--- config.mk ---
export PLATFORM = sky130hd
export DESIGN_NAME = xm23_int_ctrl_flat
export DESIGN_NICKNAME = d
export VERILOG_FILES = /design/src/rtl/xm23_int_pkg.sv /design/src/rtl/xm23_int_ctrl_if.sv /design/src/rtl/int_prio_arb.sv /design/src/rtl/xm23_int_ctrl.sv /design/src/flat_wrapper.sv
export SDC_FILE = /design/constraint.sdc
export NUM_CORES = 1
export LEC_CHECK = 0
export ABC_CLOCK_PERIOD_IN_PS = 8700
export CORE_AREA = 2 2 83 85
export CTS_CLUSTER_SIZE = 25
export DETAILED_ROUTE_END_ITERATION = 12
export DIE_AREA = 0 0 85 87
export PLACE_DENSITY = 0.72
export SLEW_MARGIN = 20
export SYNTH_ARGS = -nofsm -noshare
export SYNTH_HDL_FRONTEND = slang
export SYNTH_HIERARCHICAL = 1
export SYNTH_SLANG_ARGS = --single-unit
--- constraint.sdc ---
create_clock -name Clock -period 8.7 [get_ports Clock]
set_input_delay 1.74 -clock Clock [delete_from_list [all_inputs] [get_ports Clock]]
set_output_delay 1.74 -clock Clock [all_outputs]
set_load 0.02 [all_outputs]
--- src/rtl/xm23_int_pkg.sv ---
// rtl/xm23_int_pkg.sv - shared types and constants for the XM-23 interrupt controller
package xm23_int_pkg;

    localparam int          NDEV_DEF      = 5;
    localparam logic [3:0]  VECT_BASE_DEF = 4'd8;
    localparam logic [14:0] DEF_PRI_DEF   = 15'o76543;

    typedef enum logic [2:0] {
        TMR = 3'd0,
        KB  = 3'd1,
        SCR = 3'd2,
        TL  = 3'd3,
        PB  = 3'd4
    } dev_idx_e;

    typedef enum logic {
        IDLE = 1'b0,
        REQ  = 1'b1
    } state_e;

    typedef enum logic [2:0] {
        PRI0 = 3'd0,
        PRI1 = 3'd1,
        PRI2 = 3'd2,
        PRI3 = 3'd3,
        PRI4 = 3'd4,
        PEND = 3'd5,
        OVF  = 3'd6,
        RSVD = 3'd7
    } cfg_addr_e;

endpackage

--- src/rtl/xm23_int_ctrl_if.sv ---
// rtl/xm23_int_ctrl_if.sv - interrupt handshake and config register bus
// slave : controller side (drives int_req/int_vect/int_pri/cfg_rdata)
// master: CPU side (drives int_ack and the config strobes/address/data)
interface xm23_int_ctrl_if;
    logic       int_req;
    logic [3:0] int_vect;
    logic [2:0] int_pri;
    logic       int_ack;
    logic       cfg_we;
    logic       cfg_re;
    logic [2:0] cfg_addr;
    logic [7:0] cfg_wdata;
    logic [7:0] cfg_rdata;

    modport slave (
        input  int_ack, cfg_we, cfg_re, cfg_addr, cfg_wdata,
        output int_req, int_vect, int_pri, cfg_rdata
    );

    modport master (
        output int_ack, cfg_we, cfg_re, cfg_addr, cfg_wdata,
        input  int_req, int_vect, int_pri, cfg_rdata
    );
endinterface

--- src/rtl/int_prio_arb.sv ---
// rtl/int_prio_arb.sv - combinational highest-priority picker, lowest index wins ties
// in : elig (eligible mask), pri (3 bits per source, source 0 in [2:0])
// out: any (some source eligible), win_idx, win_pri
module int_prio_arb #(
    parameter int NDEV = 5
) (
    input  logic [NDEV-1:0]   elig,
    input  logic [3*NDEV-1:0] pri,
    output logic              any,
    output logic [2:0]        win_idx,
    output logic [2:0]        win_pri
);
    always_comb begin
        any     = 1'b0;
        win_idx = 3'd0;
        win_pri = 3'd0;
        // Strict '>' keeps the earlier (lower) index on equal priority.
        for (int i = 0; i < NDEV; i++) begin
            if (elig[i] && (!any || (pri[3*i +: 3] > win_pri))) begin
                any     = 1'b1;
                win_idx = 3'(i);
                win_pri = pri[3*i +: 3];
            end
        end
    end
endmodule

--- src/rtl/xm23_int_ctrl.sv ---
// rtl/xm23_int_ctrl.sv - priority interrupt controller for the XM-23 CPU
// Clock/Reset_n : clock, synchronous active-low reset
// dev_req/dev_ie: per-device request levels and interrupt enables
// cpu_pri       : current CPU priority
// bus           : interrupt handshake and config register port
module xm23_int_ctrl
    import xm23_int_pkg::*;
#(
    parameter int          NDEV      = NDEV_DEF,
    parameter logic [3:0]  VECT_BASE = VECT_BASE_DEF,
    parameter logic [14:0] DEF_PRI   = DEF_PRI_DEF
) (
    input  logic            Clock,
    input  logic            Reset_n,
    input  logic [NDEV-1:0] dev_req,
    input  logic [NDEV-1:0] dev_ie,
    input  logic [2:0]      cpu_pri,
    xm23_int_ctrl_if.slave  bus
);
    logic [NDEV-1:0]   dev_req_q;
    logic [NDEV-1:0]   pend;
    logic [NDEV-1:0]   ovf;
    logic [3*NDEV-1:0] pri;
    state_e            state;
    logic [2:0]        win_idx;

    logic [NDEV-1:0]   edge_v;
    logic [NDEV-1:0]   elig;
    logic [NDEV-1:0]   ack_clr;
    logic [NDEV-1:0]   pend_w1c;
    logic [NDEV-1:0]   ovf_w1c;
    logic [7:0]        rd_data;
    logic              arb_any;
    logic [2:0]        arb_idx;
    logic [2:0]        arb_pri;

    always_comb begin
        edge_v = dev_req & ~dev_req_q;
        for (int i = 0; i < NDEV; i++) begin
            elig[i] = pend[i] & dev_ie[i] & (pri[3*i +: 3] > cpu_pri);
        end
        ack_clr = '0;
        if (state == REQ && bus.int_ack) begin
            ack_clr[win_idx] = 1'b1;
        end
        pend_w1c = (bus.cfg_we && bus.cfg_addr == PEND) ? bus.cfg_wdata[NDEV-1:0] : '0;
        ovf_w1c  = (bus.cfg_we && bus.cfg_addr == OVF)  ? bus.cfg_wdata[NDEV-1:0] : '0;
    end

    // Read mux sees pre-write state, so a same-cycle write is not visible.
    always_comb begin
        rd_data = 8'd0;
        for (int i = 0; i < NDEV; i++) begin
            if (bus.cfg_addr == 3'(i)) begin
                rd_data = {ovf[i], pend[i], 3'b000, pri[3*i +: 3]};
            end
        end
        if (bus.cfg_addr == PEND) rd_data = 8'(pend);
        if (bus.cfg_addr == OVF)  rd_data = 8'(ovf);
    end

    int_prio_arb #(.NDEV(NDEV)) u_arb (
        .elig    (elig),
        .pri     (pri),
        .any     (arb_any),
        .win_idx (arb_idx),
        .win_pri (arb_pri)
    );

    // A new edge always wins over ack/W1C clearing the same bit; overflow
    // only counts when the bit was pending and is not being cleared now.
    always_ff @(posedge Clock) begin
        // Tracking dev_req through reset means a level already high at
        // release is not mistaken for a fresh edge.
        dev_req_q <= dev_req;
        if (!Reset_n) begin
            pend          <= '0;
            ovf           <= '0;
            pri           <= DEF_PRI[3*NDEV-1:0];
            bus.cfg_rdata <= 8'd0;
        end else begin
            pend <= (pend & ~(ack_clr | pend_w1c)) | edge_v;
            ovf  <= (ovf & ~ovf_w1c) | (edge_v & pend & ~(ack_clr | pend_w1c));
            for (int i = 0; i < NDEV; i++) begin
                if (bus.cfg_we && bus.cfg_addr == 3'(i)) begin
                    pri[3*i +: 3] <= bus.cfg_wdata[2:0];
                end
            end
            if (bus.cfg_re) begin
                bus.cfg_rdata <= rd_data;
            end
        end
    end

    always_ff @(posedge Clock) begin
        if (!Reset_n) begin
            state        <= IDLE;
            win_idx      <= 3'd0;
            bus.int_req  <= 1'b0;
            bus.int_vect <= 4'd0;
            bus.int_pri  <= 3'd0;
        end else begin
            case (state)
                IDLE: begin
                    if (arb_any) begin
                        state        <= REQ;
                        win_idx      <= arb_idx;
                        bus.int_req  <= 1'b1;
                        bus.int_vect <= VECT_BASE + {1'b0, arb_idx};
                        bus.int_pri  <= arb_pri;
                    end
                end
                REQ: begin
                    // Presented vector stays frozen; only ack or loss of the
                    // winner's pend/enable ends the request.
                    if (bus.int_ack || !pend[win_idx] || !dev_ie[win_idx]) begin
                        state       <= IDLE;
                        bus.int_req <= 1'b0;
                    end
                end
                default: begin
                    state       <= IDLE;
                    bus.int_req <= 1'b0;
                end
            endcase
        end
    end
endmodule

--- src/flat_wrapper.sv ---
// flat-port wrapper written by rule: the top's interface ports become plain ports
module xm23_int_ctrl_flat import xm23_int_pkg::*;
#(
    parameter int          NDEV      = NDEV_DEF,
    parameter logic [3:0]  VECT_BASE = VECT_BASE_DEF,
    parameter logic [14:0] DEF_PRI   = DEF_PRI_DEF
)
  (Clock, Reset_n, dev_req, dev_ie, cpu_pri, bus_int_ack, bus_cfg_we, bus_cfg_re, bus_cfg_addr, bus_cfg_wdata, bus_int_req, bus_int_vect, bus_int_pri, bus_cfg_rdata);
  xm23_int_ctrl_if bus_i ();
  input  logic Clock;
  input  logic Reset_n;
  input  logic [NDEV-1:0] dev_req;
  input  logic [NDEV-1:0] dev_ie;
  input  logic [2:0] cpu_pri;
  input wire logic [$bits(bus_i.int_ack)-1:0] bus_int_ack;
  input wire logic [$bits(bus_i.cfg_we)-1:0] bus_cfg_we;
  input wire logic [$bits(bus_i.cfg_re)-1:0] bus_cfg_re;
  input wire logic [$bits(bus_i.cfg_addr)-1:0] bus_cfg_addr;
  input wire logic [$bits(bus_i.cfg_wdata)-1:0] bus_cfg_wdata;
  output wire logic [$bits(bus_i.int_req)-1:0] bus_int_req;
  output wire logic [$bits(bus_i.int_vect)-1:0] bus_int_vect;
  output wire logic [$bits(bus_i.int_pri)-1:0] bus_int_pri;
  output wire logic [$bits(bus_i.cfg_rdata)-1:0] bus_cfg_rdata;
  assign bus_i.int_ack = bus_int_ack;
  assign bus_i.cfg_we = bus_cfg_we;
  assign bus_i.cfg_re = bus_cfg_re;
  assign bus_i.cfg_addr = bus_cfg_addr;
  assign bus_i.cfg_wdata = bus_cfg_wdata;
  assign bus_int_req = bus_i.int_req;
  assign bus_int_vect = bus_i.int_vect;
  assign bus_int_pri = bus_i.int_pri;
  assign bus_cfg_rdata = bus_i.cfg_rdata;
  xm23_int_ctrl #(.NDEV(NDEV), .VECT_BASE(VECT_BASE), .DEF_PRI(DEF_PRI)) u_core (.Clock(Clock), .Reset_n(Reset_n), .dev_req(dev_req), .dev_ie(dev_ie), .cpu_pri(cpu_pri), .bus(bus_i));
endmodule
# [After elaboration in Yosys (flattened, before gate mapping)]
# Index checks and enable logic that the tools add are counted.
[op_classes] n_addsub=1 multipliers=0 n_div=0 order_cmp=11 eq_ne=8 shift=0 muxes=36 bitwise=22 reduce_logical=28
[op_table] operator="$mux W8" n=7
[op_table] operator="$gt A3 B3 Y1" n=9
[op_table] operator="$and A5 B5 Y5" n=5
[op_table] operator="$mux W3" n=8
[op_table] operator="$mux W5" n=3
[op_table] operator="$not A5 Y5" n=3
[op_table] operator="$or A5 B5 Y5" n=3
[op_table] operator="$logic_and A1 B1 Y1" n=13
[op_table] operator="$mux W1" n=13
[op_table] operator="$and A1 B1 Y1" n=10
[op_table] operator="$eq A3 B3 Y1 const B" n=3
[op_table] operator="$bmux W1 S3" n=2
[op_table] operator="$eq A3 B2 Y1 const B" n=2
[op_table] operator="$logic_not A1 Y1" n=6
[op_table] operator="$logic_or A1 B1 Y1" n=6
[op_table] operator="$add A4 B3 Y4 const A" n=1
[op_table] operator="$lt A3 B4 Y1 const B" n=1
[op_table] operator="$pmux W1 S2" n=2
[op_table] operator="$reduce_and A2 Y1" n=2
[op_table] operator="$demux W1 S3" n=1
[op_table] operator="$eq A3 B1 Y1 const B" n=1
[op_table] operator="$ge A3 B1 Y1 const B" n=1
[op_table] operator="$logic_not A3 Y1" n=1
[op_table] operator="$ne A2 B1 Y1 const B" n=1
[op_table] operator="other kinds (2)" n=2
[word_totals] reg_bits=50 latchBits=0 ram_bits=0 romBits=0 input_bits=29 out_inout_bits=16 word_cells=120 memories=0

# [Longest topological paths before layout]
[depth] depth_word=21 mapped_depth=32 ltp_nobuf=32

# [By module]
# Netlist, hierarchy kept.
[modules_own_cells] mod="xm23_int_ctrl" n_inst=1 cells_each=283 area_per_inst_um2=2501.1 seq_area_each_um2=920.9
[modules_own_cells] mod="int_prio_arb" n_inst=1 cells_each=74 area_per_inst_um2=639.4 seq_area_each_um2=0.0

# [Worst setup path after synthesis]
# OpenSTA, ideal clock, no wires.
[synth_timing] path_type="in2reg" startpoint="in cpu_pri[1]" endpoint="reg u_core.bus.int_pri[0]" setup_ns=0.076 arrival_time_ns=7.774 required_ns=8.624 slack_ns=0.851 cell_stages=31 n_path_buf=0 path_cell_list="inv_1 ha_1 a21o_1 a21oi_1 a311oi_1 and2_1 ha_1 and3_1 a21oi_1 o21a_2 a22oi_1 ha_1 nor2b_4 o311a_4 o21a_4 a221oi_2 o21bai_1 ha_1 a21oi_1 a211oi_1 nor2_1 o21ai_1 o22a_1 ha_1 and3b_1 a2111oi_4 o22a_1 a22oi_1 o31ai_1 nand2_1 a21boi_0"
[synth_between] elab_cells_between_ends=37 classes_between="9 x order compare; 10 x mux; 5 x bitwise; 13 x reduce/logical"
[synth_lines] element="start: declaration" line_no="flat_wrapper.sv:14" rtl="input logic [2:0] cpu_pri;"
[synth_lines] element="$gt A3 B3 Y1 *" line_no="xm23_int_ctrl.sv:40" rtl="elig[i] = pend[i] & dev_ie[i] & (pri[3*i +: 3] > cpu_pri);"
[synth_lines] element="$and A1 B1 Y1 *" line_no="xm23_int_ctrl.sv:40"
[synth_lines] element="named net u_core.elig[0]" line_no="xm23_int_ctrl.sv:28" rtl="logic [NDEV-1:0] elig;"
[synth_lines] element="$mux W3 or $mux W1 (tied branches)" line_no="int_prio_arb.sv:19" rtl="if (elig[i] && (!any || (pri[3*i +: 3] > win_pri))) begin"
[synth_lines] element="$gt A3 B3 Y1 or $logic_not A1 Y1 (tied branches)" line_no="int_prio_arb.sv:19"
[synth_lines] element="$logic_or A1 B1 Y1" line_no="int_prio_arb.sv:19"
[synth_lines] element="$logic_and A1 B1 Y1" line_no="int_prio_arb.sv:19"
[synth_lines] element="$mux W3 or $mux W1 (tied branches)" line_no="int_prio_arb.sv:19"
[synth_lines] element="[5 not listed]"
[synth_lines] element="$logic_or A1 B1 Y1" line_no="int_prio_arb.sv:19"
[synth_lines] element="$logic_and A1 B1 Y1" line_no="int_prio_arb.sv:19"
[synth_lines] element="$mux W3 or $mux W1 (tied branches)" line_no="int_prio_arb.sv:19"
[synth_lines] element="$gt A3 B3 Y1 or $logic_not A1 Y1 (tied branches)" line_no="int_prio_arb.sv:19"
[synth_lines] element="$logic_or A1 B1 Y1" line_no="int_prio_arb.sv:19"
[synth_lines] element="$logic_and A1 B1 Y1" line_no="int_prio_arb.sv:19"
[synth_lines] element="$mux W3 *" line_no="int_prio_arb.sv:19"
[synth_lines] element="named net u_core.arb_pri[0]" line_no="xm23_int_ctrl.sv:35" rtl="logic [2:0] arb_pri;"
[synth_lines] element="end signal: assignment" line_no="xm23_int_ctrl.sv:110" rtl="bus.int_pri <= arb_pri;"
[synth_lines] element="end: declaration" line_no="xm23_int_ctrl_if.sv:17" rtl="output int_req, int_vect, int_pri, cfg_rdata"
# Mark *: on every way through the listed nets, which the timed path passes. The rest lies on a longest branch.
# A chain may end at the register's enable or synchronous reset.

# [Worst setup path after layout]
[layout_timing] startpoint="in cpu_pri[1]" endpoint="reg u_core.bus.int_pri[1]"
# Same word-level chain as after synthesis.

==> flow_summary.html <==
<table>
<tr><th>Metric</th><th>Value</th></tr>
<tr><th colspan="2">Run status</th></tr>
<tr><td>Run status</td><td>finished clean</td></tr>
<tr><th colspan="2">Final layout</th></tr>
<tr><td>Signed area change from the synthesized netlist to the final layout</td><td>17.7%</td></tr>
<tr><td>Total Nets Final</td><td>447</td></tr>
<tr><td>Fillers</td><td>636</td></tr>
<tr><td>Leading cell type in the layout, fill and taps excluded</td><td>sky130_fd_sc_hd__nand2_1</td></tr>
<tr><td>Cell area after layout</td><td>0.00370 mm2</td></tr>
<tr><td>Leading cell types in the layout, fill and taps excluded</td><td>sky130_fd_sc_hd__nand2_1, sky130_fd_sc_hd__dfxtp_1, sky130_fd_sc_hd__clkdlybuf4s50_1</td></tr>
<tr><td>Share of layout cells above drive strength 1</td><td>0.0944</td></tr>
<tr><td>Count of placed standard cells in the final layout, fillers left out</td><td>472</td></tr>
<tr><td>Ant diodes</td><td>0</td></tr>
<tr><th colspan="2">STA</th></tr>
<tr><td>Pins Over Slew Limit</td><td>0</td></tr>
<tr><td>Worst clock skew</td><td>0.00573 ns</td></tr>
<tr><td>Unrepaired setup endpoints after global routing</td><td>false</td></tr>
<tr><td>Post-route fraction of the period consumed by the critical path</td><td>0.951</td></tr>
<tr><td>Least-Margin Pin Slew</td><td>1.04 ns</td></tr>
<tr><td>Total Negative Setup Slacks</td><td>0 ns</td></tr>
<tr><td>Final Hold Slack</td><td>0.467 ns</td></tr>
<tr><td>Final period demand of the worst path</td><td>8.28 ns</td></tr>
<tr><td>Maximum clock frequency</td><td>121 MHz</td></tr>
<tr><td>Final setup violating endpoints</td><td>0</td></tr>
<tr><td>Worst max-slew margin expressed relative to the limit</td><td>0.303</td></tr>
<tr><td>Final hold violation count</td><td>0</td></tr>
<tr><th colspan="2">Routing</th></tr>
<tr><td>Wire per inst</td><td>16.5 um</td></tr>
<tr><td>Drt via density</td><td>5.87</td></tr>
<tr><td>Number of iterations in the first detailed-routing pass</td><td>5</td></tr>
<tr><td>Post-Route M1 WL</td><td>3800 um</td></tr>
<tr><td>Total met3 wirelength after detailed routing</td><td>311 um</td></tr>
<tr><td>Amount of wire on met2 after detailed routing</td><td>3600 um</td></tr>
<tr><td>DRC violation count after routing</td><td>0</td></tr>
<tr><td>Remaining antenna violation count after routing</td><td>0</td></tr>
<tr><td>Total Wirelength</td><td>7780 um</td></tr>
<tr><td>Iteration-0 DRC count of the detailed router</td><td>271</td></tr>
<tr><td>Top metal layer carrying routed signals</td><td>met4</td></tr>
<tr><td>Number of vias in the routed layout</td><td>2772</td></tr>
<tr><th colspan="2">Setup path</th></tr>
<tr><td>Critical path arrival</td><td>8.51 ns</td></tr>
<tr><td>Slowest stage delay, CP</td><td>0.45 ns</td></tr>
<tr><td>Critical-path maximum fanout</td><td>8</td></tr>
<tr><td>Worst setup path class</td><td>in2reg</td></tr>
<tr><td>Critical Path RT</td><td>8.93 ns</td></tr>
<tr><td>Cell with the most instances on the worst path</td><td>sky130_fd_sc_hd__ha_1</td></tr>
<tr><td>Crit start category</td><td>input port</td></tr>
<tr><td>Endpoint type of the worst setup path</td><td>flop</td></tr>
<tr><td>Cell with the largest stage delay on the worst path</td><td>sky130_fd_sc_hd__clkdlybuf4s50_1</td></tr>
<tr><th colspan="2">Yosys</th></tr>
<tr><td>Average cell area after synthesis</td><td>8.80 um2</td></tr>
<tr><td>Post-synth ARST share</td><td>0</td></tr>
<tr><td>Post-synthesis sequential element count</td><td>46</td></tr>
<tr><td>Unique masters post-synth</td><td>61</td></tr>
<tr><td>Ys flop type</td><td>sky130_fd_sc_hd__dfxtp_1</td></tr>
<tr><td>Ys Warns</td><td>6</td></tr>
<tr><td>Synthesized instance count</td><td>357</td></tr>
<tr><td>Part of the Yosys area used for sequential elements</td><td>0.293</td></tr>
<tr><td>Synthesized netlist net count</td><td>413</td></tr>
<tr><td>Post-synthesis cell area</td><td>0.00314 mm2</td></tr>
<tr><td>Number of synthesized flops with an enable pin</td><td>0</td></tr>
<tr><th colspan="2">Placed design</th></tr>
<tr><td>DP HPWL</td><td>5840 um</td></tr>
<tr><td>DP Area</td><td>0.00358 mm2</td></tr>
<tr><td>Number of buffers added on ports</td><td>40</td></tr>
<tr><td>RD Place Congestion</td><td>0.892</td></tr>
<tr><td># placed instances</td><td>464</td></tr>
<tr><th colspan="2">Global routing</th></tr>
<tr><td>Initial antenna violation count</td><td>0</td></tr>
<tr><td>Global route overflow</td><td>0</td></tr>
<tr><td>Global Route Usage Sum</td><td>0.210</td></tr>
<tr><td>Pin count of the biggest net entering global routing</td><td>47</td></tr>
<tr><td>Wire length of the first global-routing pass</td><td>12400 um</td></tr>
<tr><td>Vias in the first global route</td><td>2490</td></tr>
<tr><th colspan="2">Power</th></tr>
<tr><td>Cell internal pwr</td><td>0.342 mW</td></tr>
<tr><td>Net Sw Power</td><td>0.146 mW</td></tr>
<tr><td>Power density over the cells</td><td>132 mW/mm2</td></tr>
<tr><td>Fraction of power spent switching nets</td><td>0.300</td></tr>
<tr><td>VDD IR max</td><td>0.108 mV</td></tr>
<tr><td>Fraction of power consumed by combinational cells</td><td>0.238</td></tr>
<tr><td>Share of power burned in registers</td><td>0.478</td></tr>
<tr><td>Post-layout total power</td><td>0.489 mW</td></tr>
<tr><td>Standby leakage power</td><td>1.47 nW</td></tr>
<tr><td>Power share of the clock group</td><td>0.284</td></tr>
<tr><th colspan="2">Clock tree</th></tr>
<tr><td>Number of buffers between clock root and the deepest sink</td><td>2</td></tr>
<tr><td>TritonCTS buffer count</td><td>5</td></tr>
<tr><td>Clock Pin Slew Worst Setup and Hold Paths</td><td>0.09 ns</td></tr>
<tr><td>H-tree levels</td><td>2</td></tr>
<tr><td>Clk Tree Root Cell</td><td>sky130_fd_sc_hd__clkbuf_8</td></tr>
<tr><td>TritonCTS clock tree</td><td>yes</td></tr>
<tr><td>Clock latency reported for the late side of the worst-skew pair</td><td>0.30 ns</td></tr>
<tr><td>Sink count of the clock tree</td><td>46</td></tr>
<tr><td>Hold Buf Count CTS</td><td>0</td></tr>
<tr><th colspan="2">Floorplan</th></tr>
<tr><td>Die H</td><td>87 um</td></tr>
<tr><td>Total die area</td><td>0.00740 mm2</td></tr>
<tr><td>Initial core utilization</td><td>0.478</td></tr>
<tr><td>Area inside the core boundary</td><td>0.00657 mm2</td></tr>
<tr><td>Total number of placement rows</td><td>30</td></tr>
<tr><td>DIE WIDTH</td><td>85 um</td></tr>
<tr><td>Top-level I/O count</td><td>45</td></tr>
<tr><th colspan="2">Job</th></tr>
<tr><td>Max capacitance violation total</td><td>0</td></tr>
<tr><th colspan="2">Min path</th></tr>
<tr><td>Classification of the worst-slack hold path</td><td>reg2reg</td></tr>
</table>
-- flip-flops by register name, indices dropped and copies added, names as in the netlist --
signal / cells
u_core/dev_req_q: 5
u_core/bus.cfg_rdata: 7
u_core/state: 1
u_core/bus.int_vect: 4
u_core/bus.int_req: 1
u_core/bus.int_pri: 3
u_core/pri: 15
u_core/ovf: 5
u_core/pend: 5
-- final cells by class --
class,instances,area [um2],share of cell area
multi-input combinational,268,2050,0.555
sequential,46,921,0.249
timing repair buffer,44,430,0.116
tap,80,100,0.0271
inverter,26,97.6,0.0264
clock buffer,7,86.3,0.0234
clock inverter,1,8.76,0.00237
-- power by group through the flow --
stage                     Combinational [mW]  Clock [mW]  Sequential (mW)
after floorplan                       0.0739           0            0.239
after global placement                 0.112           0            0.238
after detailed placement               0.114           0            0.238
after CTS                              0.115       0.143            0.233
after global routing                   0.128       0.153            0.235
final                                  0.116       0.139            0.234
-- layer usage --
metal / vias up / GRT usage
li1: 1384 / -
met1: 1317 / 0.302
met2: 65 / 0.335
met3: 6 / 0.0379
met4: 0 / 0.0375
met5: - / 0
-- kinds of logic (layout without fill, tap and decap cells) --
group / after synthesis / count (layout) / share of synthesized area
DFF: 46 / 46 / 0.293
buffers and inverters: 43 / 78 / 0.0594
AOI/OAI and AO/OA: 107 / 107 / 0.273
other: 1 / 1 / 0.00119
adders and majority gates: 27 / 27 / 0.108
muxes: 22 / 22 / 0.0741
and+or+nand+nor: 111 / 111 / 0.192
-- path summary, 6_finish.rpt --
| kind | to | from | cells past startpoint | slack (ns) |
|---|---|---|---|---|
| setup / recovery | u_core/bus.int_pri[1]$_SDFFE_PN0P_ | cpu_pri[1] | 32 | 0.42 |
| hold / removal | u_core/bus.int_pri[1]$_SDFFE_PN0P_ | u_core/bus.int_pri[1]$_SDFFE_PN0P_ | 2 | 0.47 |
| setup reg to reg | u_core/bus.int_pri[1]$_SDFFE_PN0P_ | u_core/pri[0]$_SDFFE_PN1P_ | 32 | 2.00 |
| hold reg to reg | u_core/bus.int_pri[1]$_SDFFE_PN0P_ | u_core/bus.int_pri[1]$_SDFFE_PN0P_ | 2 | 0.47 |
-- per-stage QoR --
stage | util | setup WS [ns]
floorplan | - | 0.851
global placement | 0.545 | 0.140
detailed placement | 0.545 | 0.0266
CTS | 0.560 | 0.304
global route | 0.563 | 0.0288
finish | 0.563 | 0.422
-- Yosys cell counts (6+ instances only) --
master	n	share of area
sky130_fd_sc_hd__mux2i_1	21	0.067
sky130_fd_sc_hd__nor2b_1	12	0.024
sky130_fd_sc_hd__o22ai_1	6	0.012
sky130_fd_sc_hd__inv_1	26	0.031
sky130_fd_sc_hd__a21o_1	7	0.017
sky130_fd_sc_hd__clkbuf_1	7	0.0084
sky130_fd_sc_hd__a2bb2oi_1	6	0.017
sky130_fd_sc_hd__nor2_1	7	0.0084
sky130_fd_sc_hd__a32o_1	6	0.019
sky130_fd_sc_hd__ha_1	27	0.11
sky130_fd_sc_hd__o21ai_0	7	0.011
sky130_fd_sc_hd__dfxtp_1	46	0.29
sky130_fd_sc_hd__a21oi_1	16	0.025
sky130_fd_sc_hd__nand2_1	53	0.063
sky130_fd_sc_hd__a22oi_1	7	0.017
sky130_fd_sc_hd__a21boi_0	7	0.017
-- critical path, delay by kind of cell --
| family | cells | cell delay, ns |
|---|---|---|
| AOI/OAI and AO/OA | 18 | 3.66 |
| adders and majority gates | 5 | 1.50 |
| and+or+nand+nor | 7 | 1.03 |
| buffers and inverters | 2 | 0.56 |
-- repair_timing --
item                       4_1_cts  5_1_grt
gates resized for setup          0        4
buffers inserted                 0        0
setup endpoints to repair        0        5
Note: power is estimated with default switching activity, not from simulation.
